File: src/rtl/modulo_controle_contador_ocupacao.sv
`timescale 1ns/1ps
`default_nettype none
// ============================================================================
// Module   : modulo_controle_contador_ocupacao
// Function : Occupancy controller that arbitrates entry/exit sensor requests
//            and drives direction plus a one-cycle enable to an up/down
//            counter, refusing requests at the count limits.
// Options  : DEBOUNCE_EN - adds a DEB_CYCLES-sample debounce filter per sensor
// Revision : 1.0 - initial release
// ============================================================================
module modulo_controle_contador_ocupacao #(
    parameter int WIDTH      = 7,
    parameter int MAX_COUNT  = 99,
    parameter int DEB_CYCLES = 4
) (
    input  logic             clk,
    input  logic             clr,
    input  logic             sensor_in,
    input  logic             sensor_out,
    input  logic [WIDTH-1:0] q,
    output logic             cnt_en,
    output logic             up_down,
    output logic             full,
    output logic             empty,
    output logic             rej_in,
    output logic             rej_out,
    output logic             ovr
);

    localparam logic [WIDTH-1:0] c_MAX = MAX_COUNT[WIDTH-1:0];

    generate
        if (MAX_COUNT < 1 || MAX_COUNT > (2**WIDTH) - 1 || DEB_CYCLES < 1) begin : g_bad_param
            $error("modulo_controle_contador_ocupacao: illegal parameter set");
        end
    endgenerate

    typedef enum logic [1:0] {
        S_IDLE    = 2'd0,
        S_SET_DIR = 2'd1,
        S_COUNT   = 2'd2,
        S_WAIT    = 2'd3
    } state_t;

    // Bit 0 carries the entry sensor, bit 1 the exit sensor.
    logic [1:0] r_sync1;
    logic [1:0] r_sync2;
    logic [1:0] r_prev;
    logic [1:0] w_lvl;
    logic [1:0] w_edge;

    always_ff @(posedge clk or negedge clr) begin
        if (!clr) begin
            r_sync1 <= 2'b00;
            r_sync2 <= 2'b00;
        end else begin
            r_sync1 <= {sensor_out, sensor_in};
            r_sync2 <= r_sync1;
        end
    end

`ifdef DEBOUNCE_EN
    localparam int c_DW = $clog2(DEB_CYCLES + 1);

    logic [1:0]      r_filt;
    logic [c_DW-1:0] r_deb_cnt [2];

    // Filtered level flips on the DEB_CYCLES-th consecutive differing sample.
    always_ff @(posedge clk or negedge clr) begin
        if (!clr) begin
            r_filt <= 2'b00;
            for (int i = 0; i < 2; i++) begin
                r_deb_cnt[i] <= '0;
            end
        end else begin
            for (int i = 0; i < 2; i++) begin
                if (r_sync2[i] == r_filt[i]) begin
                    r_deb_cnt[i] <= '0;
                end else if (r_deb_cnt[i] == c_DW'(DEB_CYCLES - 1)) begin
                    r_filt[i]    <= r_sync2[i];
                    r_deb_cnt[i] <= '0;
                end else begin
                    r_deb_cnt[i] <= r_deb_cnt[i] + 1'b1;
                end
            end
        end
    end

    assign w_lvl = r_filt;
`else
    assign w_lvl = r_sync2;
`endif

    assign w_edge = w_lvl & ~r_prev;

    state_t r_state;
    logic   r_pend_in;
    logic   r_pend_out;
    logic   r_last_in;
    logic   r_ovr;
    logic   r_cnt_en;
    logic   r_up_down;
    logic   r_full;
    logic   r_empty;
    logic   r_rej_in;
    logic   r_rej_out;

    logic w_idle;
    logic w_sel_in;
    logic w_sel_out;
    logic w_at_max;
    logic w_at_zero;

    assign w_idle    = (r_state == S_IDLE);
    // Entry wins unless both are pending and entry was the last one served.
    assign w_sel_in  = r_pend_in & (~r_pend_out | ~r_last_in);
    assign w_sel_out = r_pend_out & ~w_sel_in;
    assign w_at_max  = (q >= c_MAX);
    assign w_at_zero = (q == '0);

    always_ff @(posedge clk or negedge clr) begin
        if (!clr) begin
            r_prev     <= 2'b00;
            r_pend_in  <= 1'b0;
            r_pend_out <= 1'b0;
            r_ovr      <= 1'b0;
        end else begin
            r_prev <= w_lvl;
            if (w_idle && w_sel_in) begin
                r_pend_in <= 1'b0;
            end
            if (w_idle && w_sel_out) begin
                r_pend_out <= 1'b0;
            end
            // An edge that finds its request still pending is dropped.
            if (w_edge[0]) begin
                if (r_pend_in) begin
                    r_ovr <= 1'b1;
                end else begin
                    r_pend_in <= 1'b1;
                end
            end
            if (w_edge[1]) begin
                if (r_pend_out) begin
                    r_ovr <= 1'b1;
                end else begin
                    r_pend_out <= 1'b1;
                end
            end
        end
    end

    always_ff @(posedge clk or negedge clr) begin
        if (!clr) begin
            r_state   <= S_IDLE;
            r_last_in <= 1'b0;
            r_cnt_en  <= 1'b0;
            r_up_down <= 1'b1;
            r_full    <= 1'b0;
            r_empty   <= 1'b1;
            r_rej_in  <= 1'b0;
            r_rej_out <= 1'b0;
        end else begin
            r_cnt_en  <= 1'b0;
            r_rej_in  <= 1'b0;
            r_rej_out <= 1'b0;
            r_full    <= w_at_max;
            r_empty   <= w_at_zero;
            case (r_state)
                S_IDLE: begin
                    if (w_sel_in) begin
                        r_last_in <= 1'b1;
                        if (w_at_max) begin
                            r_rej_in <= 1'b1;
                        end else begin
                            r_up_down <= 1'b1;
                            r_state   <= S_SET_DIR;
                        end
                    end else if (w_sel_out) begin
                        r_last_in <= 1'b0;
                        if (w_at_zero) begin
                            r_rej_out <= 1'b1;
                        end else begin
                            r_up_down <= 1'b0;
                            r_state   <= S_SET_DIR;
                        end
                    end
                end
                S_SET_DIR: begin
                    r_cnt_en <= 1'b1;
                    r_state  <= S_COUNT;
                end
                S_COUNT: begin
                    r_state <= S_WAIT;
                end
                S_WAIT: begin
                    r_state <= S_IDLE;
                end
                default: begin
                    r_state <= S_IDLE;
                end
            endcase
        end
    end

    assign cnt_en  = r_cnt_en;
    assign up_down = r_up_down;
    assign full    = r_full;
    assign empty   = r_empty;
    assign rej_in  = r_rej_in;
    assign rej_out = r_rej_out;
    assign ovr     = r_ovr;

endmodule
`default_nettype wire

File: config.mk
export PLATFORM = sky130hd
export DESIGN_NAME = modulo_controle_contador_ocupacao
export DESIGN_NICKNAME = d
export VERILOG_FILES = /design/src/rtl/modulo_controle_contador_ocupacao.sv
export SDC_FILE = /design/constraint.sdc
export NUM_CORES = 1
export LEC_CHECK = 0
export ABC_AREA = 1
export CAP_MARGIN = 10
export CORE_MARGIN = 2
export CORE_UTILIZATION = 40
export DETAILED_ROUTE_END_ITERATION = 8
export HOLD_SLACK_MARGIN = 0.1
export PLACE_DENSITY = 0.62
export SLEW_MARGIN = 15
export SYNTH_ARGS = -nofsm -noshare
export SYNTH_HDL_FRONTEND = slang
export SYNTH_SLANG_ARGS = --single-unit
export TNS_END_PERCENT = 50
File: constraint.sdc
create_clock -name clk -period 2.3 [get_ports clk]
set_input_delay 0.23 -clock clk [delete_from_list [all_inputs] [get_ports clk]]
set_output_delay 0.23 -clock clk [all_outputs]
set_load 0.01 [all_outputs]
== Yosys cells after proc, flatten, opt, wreduce, memory -nomap -nowiden ==
Index checks and enable logic that the tools add are counted.
W data, S select, Z words.

* Equal/unequal tests: 8
* Multiply operators: 0
* Shifts and indexed selects: 0
* Muxes and demuxes: 29
* Add/sub/neg operators: 0
* Divide/modulo/power cells: 0
* Reductions and logical operators: 8
* Order comparisons: 1
* Bitwise operators: 8

{| class="wikitable"
|+ Operators with widths
! operator !! number
|-
| $mux W1 || 24
|-
| $mux W2 || 4
|-
| $pmux W2 S4 || 1
|-
| $ge A7 B7 Y1 const B || 1
|-
| $logic_not A7 Y1 || 1
|-
| $ne A3 B3 Y1 const B || 2
|-
| $eq A2 B2 Y1 const B || 2
|-
| $ne A2 B2 Y1 const B || 2
|-
| $reduce_and A4 Y1 || 1
|-
| $ne A3 B1 Y1 const B || 1
|-
| $not A1 Y1 || 3
|-
| $reduce_and A3 Y1 || 1
|-
| $and A1 B1 Y1 || 2
|-
| $and A2 B2 Y2 || 1
|-
| $eq A2 B1 Y1 const B || 1
|-
| $logic_and A1 B1 Y1 || 2
|-
| $logic_not A2 Y1 || 1
|-
| $not A2 Y2 || 1
|-
| $reduce_and A2 Y1 || 1
|-
| $reduce_bool A2 Y1 || 1
|-
| $or A1 B1 Y1 || 1
|}

* Bits in writable memories: 0
* Memories kept: 0
* Bits in registers: 18
* Bits in latches: 0
* ROM bits: 0

== Longest topological paths before layout ==
* Depth in word-level cells: 9
* Gate-level depth with buffers: 8
* Depth with buffers taken out: 8

== Least setup slack after synthesis ==
OpenSTA, ideal clock, no wires.

* Path kind: register to register
* From: register r_state[0]
* To: register r_state[0]
* Data arrival time: 1097 ps
* Data required time: 2183 ps
* Cell stages (with the launch flop): 8
* Library setup time: 117 ps
* Slack: 1086 ps
* Cell sequence: dfrtp_1 > inv_1 > ha_1 > inv_1 > a21oi_1 > nand2_4 > nand4_1 > nand2_1

* Cells in the longest elaborated chain, start to end: 3

{| class="wikitable"
|+ Ends and longest elaborated chain
! element !! line !! text
|-
| start, declared || 96 || <nowiki>state_t r_state;</nowiki>
|-
| start signal, assigned || 155 || <nowiki>r_state <= S_IDLE;</nowiki>
|-
| start signal, assigned || 177 || <nowiki>r_state <= S_SET_DIR;</nowiki>
|-
| start signal, assigned || 185 || <nowiki>r_state <= S_SET_DIR;</nowiki>
|-
| $logic_not A2 Y1 || 169 || <nowiki>case (r_state)</nowiki>
|-
| $ne A3 B3 Y1 (no source line) or $ne A3 B1 Y1 (tied branches) || -- ||
|-
| $reduce_and A3 Y1 (no source line) || -- ||
|}

Parallel ways exist; a longest one is shown, timed or not.
A chain may end at the register's enable or synchronous reset.

== Worst setup path in the final report ==
* From: register r_up_down, in the netlist up_down
* To: output up_down

{| class="wikitable"
|+ RTL lines
! element !! line !! text
|-
| start, declared || 102 || <nowiki>logic r_up_down;</nowiki>
|-
| start signal, assigned || 158 || <nowiki>r_up_down <= 1'b1;</nowiki>
|-
| start signal, assigned || 176 || <nowiki>r_up_down <= 1'b1;</nowiki>
|-
| start signal, assigned || 184 || <nowiki>r_up_down <= 1'b0;</nowiki>
|-
| end, declared || 22 || <nowiki>output logic up_down,</nowiki>
|}

No word-level cell between the ends.

==> results.cfg <==
[status]
status = finished, final reports clean

[synth]
yosysTopAreaCell = dfrtp_1
synth_cells = 74
avgSynthCellArea_um2 = 10.6
synth_top_area_share = 0.510
ys_seq_elements = 18
yosysUniqueCellTypes = 23
synth_area_um2 = 785
seq_area_frac_synth = 0.577
yosysWarningCount = 0
synthTopCellsByArea = dfrtp_1 51%, dfstp_2 6.7%, inv_1 6.7%, nand2_1 6.7%, ha_1 6.4%
syn_nets = 89

[worst_hold_path]
hold_path_class = flip-flop to flip-flop
hold-path-cell-count = 0

[pwr]
leakage_nw = 0.544
power.density_nw_per_um2 = 942
ir_worst_vdd_mv = 0.431

[clocking]
clkLatencyLatePin_ns = 0.28
numClockSinks = 18
htree_levels = 1
post-cts-setup-buffer-count = 0
ctsResizeCount = 0
cts_tree = built
postCtsHoldBufs = 0
clk_pin_slew_ns = 0.10
cts.path.max_buffers = 2
root_buffer = clkbuf_4
cts_made_buffers = 3

[final_layout]
syn2layout_area_growth_pct = 30.6
final_util = 0.539
final_layout_size_suffix_gt1_frac = 0.179
layout.nets = 111
layout.cells.non_filler = 122
fin_area_um2 = 1020
mostFrequentLayoutCells = 17 x clkdlybuf4s50_1, 16 x dfrtp_1, 14 x inv_1, 14 x nand2_1, 4 x ha_1
diodes = 0
layout_commonest_cell = clkdlybuf4s50_1
fillCellCount = 181

[critical_path]
cp_num_buf_inv = 1
rr_worst_depth = 7
r2r_slack_ns = 0.96
path_cells = clkdlybuf4s50_1
cp-start-kind = flip-flop
worstPathRequired_ns = 2.07
slowest_delay_ns = 0.54
cp_top_family = flip-flops
worst-path-stages = 1
critPathKind = flip-flop to primary output
slowest_stage = dfstp_2
worstSetupEndpointType = primary output
crit_fanout = 2
worstPathArrival_ns = 1.35

[sta]
slew_violations = 0
hold_viol = 0
relSlewSlack = 0.494
fin_setup_tns_ns = 0
worst_pin_slew_ns = 0.757
fin_skew_ns = 0.00132
rsz0062_at_grt = false
fmax_ghz = 0.635
finalSetupViolCount = 0
hold_slack_ns = 0.362
fin_crit_sh = 0.685
finalCriticalPeriod_ns = 1.58

[floorplan]
die-area_um2 = 2330
fp.coreArea_um2 = 1900
rows = 16
io_pins = 18
chipHeight_um = 48.3
die_w_um = 48.3
initial_utilization = 0.412

[global_routing]
gr-total-overflow = 0
grt_pass1_vias = 492
grt_pass1_wl_um = 2010
grt_max_degree = 19
grt_use_total = 0.126
antenna_found_initial = 0

[placed_design]
gp_congestion = 0.690
hpwl_um = 974
placed_cells = 118
dpl-instance-area_um2 = 988
io_buffers = 17

[routing]
routed_wirelength_um = 1180
detail-route-antenna-nets = 0
drt_iter0_drc = 2
first_pass_iters = 3
viasPerCell = 4.34
via_count = 529
drt-wirelength-per-cell_um = 9.63
drc_errors = 0

[job]
maxCapViolCount = 0
## path summary, 6_finish.rpt
path                       startpoint         end
max                           up_down     up_down
min                        r_sync1[1]  r_sync2[1]
max reg2reg                r_state[0]  r_state[0]
min reg2reg                r_sync1[1]  r_sync2[1]
max in group asynchronous         clr  r_state[0]
min in group asynchronous         clr  r_sync1[0]
## sequential cells by signal (all words and copies together) (netlist names), 2 cells and up
register and count:
r_sync1 2, r_sync2 2, r_prev 2, r_state 2
## power by group
part	switching (mW)	internal, mW	total [mW]
sequential	0.0437	0.396	0.440
clock	0.0915	0.0962	0.188
combinational	0.188	0.149	0.337
total	0.323	0.641	0.965
## Yosys cell counts (all sizes together)
library cell / number
a22oi: 1
o21ai: 3
nand3: 4
nand4: 2
a21oi: 2
dfrtp: 16
nor3: 1
nor2: 5
nand2: 17
or2: 1
o221ai: 1
ha: 4
dfstp: 2
inv: 15
## layer usage
metal,share of wire,GRT usage,up-vias,wire length [um]
met4,0.0094,0.0649,0,11
li1,-,-,273,-
met5,0,0,-,0
met2,0.46,0.197,10,535
met1,0.49,0.160,244,580
met3,0.040,0.0333,2,47
## through the flow
| stage | setup WS (ns) | power (mW) |
|---|---|---|
| floorplan | 1.09 | 0.671 |
| global placement | 0.928 | 0.782 |
| detailed placement | 0.909 | 0.793 |
| CTS | 0.705 | 0.983 |
| global route | 0.660 | 1.06 |
| finish | 0.725 | 0.965 |
## layout make-up
cell class,count,area (um^2),share of cell area
tap,27,33.8,0.0330
clock buffer,4,36.3,0.0354
timing repair buffer,17,170,0.166
sequential,18,453,0.442
multi-input combinational,41,275,0.269
inverter,15,56.3,0.0549
## cell families (layout without fill, tap and decap cells)
| family | Yosys count | in the layout | synth area share |
|---|---|---|---|
| AND/OR/NAND/NOR | 30 | 30 | 0.230 |
| adder cells (fa/ha/maj) | 4 | 4 | 0.0638 |
| flip-flops | 18 | 18 | 0.577 |
| buffers and inverters | 15 | 36 | 0.0718 |
| AO/OA/AOI/OAI | 7 | 7 | 0.0574 |
Power figures use the tool's default switching activity.
